===== src/rtl/alu_serial_seq.sv =====
// Bit-serial operand sequencer for a 1-bit ALU slice: streams operands LSB first,
// closes the carry loop through a flop and collects the slice output into a word.
module alu_serial_seq #(
  parameter int WIDTH = 8
) (
  input  logic             clk,
  input  logic             rst,
  input  logic             start,
  input  logic [2:0]       mode,
  input  logic [WIDTH-1:0] opa,
  input  logic [WIDTH-1:0] opb,
  input  logic             cin,
  output logic             busy,
  output logic             done,
  output logic             err,
  output logic [WIDTH-1:0] result,
  output logic             cout,
  output logic [2:0]       alu_m,
  output logic             alu_a,
  output logic             alu_b,
  output logic             alu_c,
  input  logic             alu_out_in,
  input  logic             alu_next_in,
  output logic [1:0]       dbg_state
);

  // Handshake: start is sampled only in IDLE; an accepted request yields exactly
  // one done pulse WIDTH+1 cycles later, an illegal mode yields one err pulse instead.

  localparam int CNT_W = $clog2(WIDTH);

  typedef enum logic [1:0] {
    S_IDLE = 2'd0,
    S_RUN  = 2'd1,
    S_DONE = 2'd2
  } state_t;

  state_t             r_state;
  logic [WIDTH-1:0]   r_sa;
  logic [WIDTH-1:0]   r_sb;
  // The lowest accumulated bit is shifted out before the word completes, so it is never stored.
  logic [WIDTH-1:1]   r_acc;
  logic [2:0]         r_m;
  logic               r_carry;
  logic [CNT_W-1:0]   r_cnt;
  logic               r_busy;
  logic               r_done;
  logic               r_err;
  logic [WIDTH-1:0]   r_result;
  logic               r_cout;

  logic               w_legal;
  logic               w_last;
  logic               w_run;
  logic               w_is_add;
  logic [WIDTH-1:0]   w_acc_next;
  logic               w_carry_next;

  assign w_legal      = (mode <= 3'b100);
  assign w_last       = (r_cnt == CNT_W'(WIDTH - 1));
  assign w_run        = (r_state == S_RUN);
  assign w_is_add     = (r_m == 3'b000);
  assign w_acc_next   = {alu_out_in, r_acc[WIDTH-1:1]};
  assign w_carry_next = w_is_add ? alu_next_in : 1'b0;

  // Slice drive is gated so the slice sees a quiet NOP outside RUN.
  assign alu_m = w_run ? r_m     : 3'b000;
  assign alu_a = w_run ? r_sa[0] : 1'b0;
  assign alu_b = w_run ? r_sb[0] : 1'b0;
  assign alu_c = w_run ? r_carry : 1'b0;

  assign busy      = r_busy;
  assign done      = r_done;
  assign err       = r_err;
  assign result    = r_result;
  assign cout      = r_cout;
  assign dbg_state = r_state;

  always_ff @(posedge clk or posedge rst) begin
    if (rst) begin
      r_state  <= S_IDLE;
      r_sa     <= '0;
      r_sb     <= '0;
      r_acc    <= '0;
      r_m      <= 3'b000;
      r_carry  <= 1'b0;
      r_cnt    <= '0;
      r_busy   <= 1'b0;
      r_done   <= 1'b0;
      r_err    <= 1'b0;
      r_result <= '0;
      r_cout   <= 1'b0;
    end else begin
      r_done <= 1'b0;
      r_err  <= 1'b0;
      case (r_state)
        S_IDLE: begin
          if (start) begin
            if (w_legal) begin
              r_sa    <= opa;
              r_sb    <= opb;
              r_m     <= mode;
              r_carry <= (mode == 3'b000) ? cin : 1'b0;
              r_cnt   <= '0;
              r_busy  <= 1'b1;
              r_state <= S_RUN;
            end else begin
              r_err <= 1'b1;
            end
          end
        end
        S_RUN: begin
          r_acc   <= w_acc_next[WIDTH-1:1];
          r_sa    <= r_sa >> 1;
          r_sb    <= r_sb >> 1;
          r_carry <= w_carry_next;
          r_cnt   <= r_cnt + CNT_W'(1);
          if (w_last) begin
            r_result <= w_acc_next;
            r_cout   <= w_carry_next;
            r_busy   <= 1'b0;
            r_done   <= 1'b1;
            r_state  <= S_DONE;
          end
        end
        S_DONE: begin
          r_state <= S_IDLE;
        end
        default: begin
          r_state <= S_IDLE;
        end
      endcase
    end
  end

endmodule


===== config.mk =====
export PLATFORM = sky130hd
export DESIGN_NAME = alu_serial_seq
export DESIGN_NICKNAME = d
export VERILOG_FILES = /design/src/rtl/alu_serial_seq.sv
export SDC_FILE = /design/constraint.sdc
export NUM_CORES = 1
export LEC_CHECK = 0
export BUFFER_PORTS_ARGS = -buffer_cell sky130_fd_sc_hd__buf_4
export CAP_MARGIN = 20
export CELL_PAD_IN_SITES_DETAIL_PLACEMENT = 1
export CELL_PAD_IN_SITES_GLOBAL_PLACEMENT = 1
export CORE_AREA = 3 3 70 72
export CTS_CLUSTER_SIZE = 40
export DETAILED_ROUTE_END_ITERATION = 7
export DIE_AREA = 0 0 73 75
export PLACE_DENSITY = 0.78
export REMOVE_ABC_BUFFERS = 1
export SLEW_MARGIN = 20
export SYNTH_ARGS = -nofsm -noshare
export SYNTH_HDL_FRONTEND = slang
export SYNTH_SLANG_ARGS = --single-unit

===== constraint.sdc =====
create_clock -name clk -period 4.6 [get_ports clk]
set_input_delay 0.46 -clock clk [delete_from_list [all_inputs] [get_ports clk]]
set_output_delay 0.46 -clock clk [all_outputs]
set_load 0.01 [all_outputs]

==> summary.txt <==
Outcome
  • Status: completed

Timing
  • Final hold vios: 0
  • Final Critical Period: 2.09 ns
  • Setup Skew: 0.00654 ns
  • Worst relative slew slack: 30.1%
  • Setup_tns: 0 ns
  • RSZ-0062 raised after global routing: false
  • Fin. max-slew vios: 0
  • Worst-Margin Slew: 1.05 ns
  • Max Fclk: 478 MHz
  • Period utilization: 45.5%
  • Setup violations, final: 0

Clock network
  • Sink Count: 44
  • CTS max path bufs: 2
  • H-tree depth: 2
  • Post-CTS Hold Buffers: 0
  • CTS clk-pin slew, worst paths: 0.08 ns
  • CTS tree: yes
  • Post-CTS Setup Bufs: 0
  • CTS-repair resized insts: 0
  • CTS Buf Count: 5
  • Worst skew pair latency: 0.29 ns
  • Root Buffer: clkbuf_8

Pwr
  • Internal: 1.11 mW
  • Power share of the clock group: 15.1%
  • Peak VDD IR: 0.303 mV
  • Comb pwr share: 44.3%
  • Total leakage power: 1.20 nW
  • Part of the power in registers: 40.6%
  • Sw Ratio: 33.0%
  • Tot Pwr: 1.65 mW
  • Pwr Density: 686 nW/um^2
  • Switching pwr: 544 uW

Die
  • Chip Height: 75 um
  • I/O pins: 45
  • Starting Density: 45.7%
  • Die width: 73 um
  • Row Count: 24
  • Core area: 4350 um^2
  • DIE AREA: 5480 um^2

Placement
  • Placed inst area: 2310 um^2
  • Placed Instances: 237
  • GPL Wtd Cong: 0.839
  • Placed wire-length estimate: 2920 um
  • Port buffer count: 44

Min path
  • Hold endpoint: r_acc[7]
  • Hold Path Cell Cnt: 3
  • Hold path startpoint: alu_out_in
  • Tightest Hold Check Type: in -> reg

Logic synthesis
  • Cell Area, Synth: 1990 um^2
  • Post-Synthesis Cells: 148
  • Yosys reg bits: 44
  • Netlist cell types: 28
  • Avg Inst Size Synth: 13.5 um^2
  • Seq/Total Area, Yosys: 55.3%
  • Yosys Warn Count: 0

Setup path
  • R2R Setup Slk: 2.51 ns
  • Crit path max fanout: 23
  • R2r startpoint: dbg_state[1]
  • CP required: 4.78 ns
  • CP Class: reg -> reg
  • Critical path arrival: 2.27 ns
  • Type of element capturing the critical path: flop
  • Reg2reg end: r_sb[3]
  • Worst Reg-to-Reg Cells: 3
  • CP Launch Type: flop

Routing
  • Detailed Routing Iterations Pass 1: 2
  • WL per Instance: 16.4 um
  • Via Count: 1,264
  • DRT antenna net count: 0
  • Total Wirelength: 4030 um
  • Number of DRC markers in iteration 0: 61
  • Vias per inst: 5.16
  • DR DRC count: 0

Job
  • Max_cap viols: 0

Global route
  • Vias in the first global route: 1,418
  • Total track usage: 16.1%
  • Total gr overflow: 0
  • Largest net degree at the start of global routing: 45
  • First-pass GRT wire length: 6740 um
  • Initial antenna violation count: 0

Layout
  • Share of layout cells above drive strength 1: 50.3%
  • Commonest cells after routing, fill and taps aside: buf_4 (45), dfrtp_1 (44), mux2_2 (30)
  • Ant diodes: 0
  • Post-route cell area: 2400 um^2
  • Commonest non-fill, non-tap cell in the layout: buf_4
  • Nets@finish: 219
  • Final non-filler cell total: 245
  • Area Overhead vs Synth: 20.6%
  • FILL cells: 449
==> power groups by stage <==
stage / combinational (mW) / sequential (mW) / clock, mW
global route: 0.801 / 0.693 / 0.277
global placement: 0.706 / 0.661 / 0
floorplan: 0.474 / 0.666 / 0
finish: 0.730 / 0.669 / 0.249
detailed placement: 0.746 / 0.678 / 0
CTS: 0.744 / 0.671 / 0.260
==> cell usage after synthesis <==
library cell	n	area share, %
a31oi_1	1	0.31
mux2_2	30	17
o22ai_1	1	0.31
and2_1	6	1.9
mux2i_1	1	0.50
clkbuf_1	1	0.19
mux2_4	9	6.8
inv_1	4	0.75
nand3b_1	1	0.38
or4b_2	2	1.0
nor2_1	2	0.38
buf_6	5	2.8
a31o_1	1	0.44
ha_1	2	1.3
nor2b_1	1	0.31
o21ai_0	2	0.50
o21a_1	1	0.38
buf_2	1	0.25
buf_12	1	1.0
nor2_4	1	0.57
o22a_1	1	0.44
a21oi_1	1	0.25
a21o_1	1	0.38
dfrtp_1	44	55
nand2b_1	1	0.31
or3b_2	1	0.44
a22o_1	4	1.8
nand2_1	22	4.1
==> cells by family after synthesis <==
family	count (synthesis)	share of synthesized area, %
flops	44	55.3
mux	40	24.2
simple gates	37	9.42
compound gates	13	4.77
buf+inv	12	5.02
fa+ha+maj	2	1.26
==> state kept, by name, indices dropped and copies added (netlist names) <==
signal	count
r_carry	1
r_acc	7
cout	1
done	1
r_m	3
err	1
result	8
dbg_state	2
r_sa	8
busy	1
r_sb	8
r_cnt	3
==> metrics by stage <==
step	setup slack, ns	hold WS [ns]	util [%]
2_1_floorplan	2.44	0.442	-
3_3_place_gp	2.44	0.459	53.0
3_5_place_dp	2.38	0.470	53.0
4_1_cts	2.48	0.354	55.2
5_1_grt	2.36	0.369	55.2
6_report	2.51	0.364	55.2
==> area by class of cell <==
class / instances / area, um^2 / share of cell area [%]
clock buffers: 6 / 82.6 / 3.44
well taps: 52 / 65.1 / 2.71
repair buffers: 45 / 338 / 14.1
inverters: 4 / 15.0 / 0.625
multi-input cells: 92 / 791 / 32.9
flip-flops and latches: 44 / 1100 / 45.8
clock inverters: 2 / 10.0 / 0.417
==> critical path, stage by stage (launching register included) <==
cell and delay [ns]:
dfrtp_1 0.44, nand2b_1 0.84, mux2_2 0.43, mux2_2 0.27
==> per-layer routing <==
| layer | GRT usage (%) | up-vias | wire length (um) |
|---|---|---|---|
| li1 | - | 593 | - |
| met4 | 4.30 | 0 | 38 |
| met2 | 28.7 | 32 | 2090 |
| met1 | 19.2 | 633 | 1710 |
| met3 | 4.54 | 6 | 184 |
| met5 | 0 | - | 0 |
==> worst max-delay path by stage <==
stage | startpoint | to
2_1_floorplan | dbg_state[0] | r_sb[1]
3_3_place_gp | mode[0] | r_sb[1]
3_5_place_dp | mode[0] | r_sb[3]
4_1_cts | dbg_state[1] | r_sb[3]
5_1_grt | dbg_state[1] | r_sb[3]
6_report | dbg_state[1] | r_sb[3]
No activity file was read; power rests on OpenSTA's default activity.
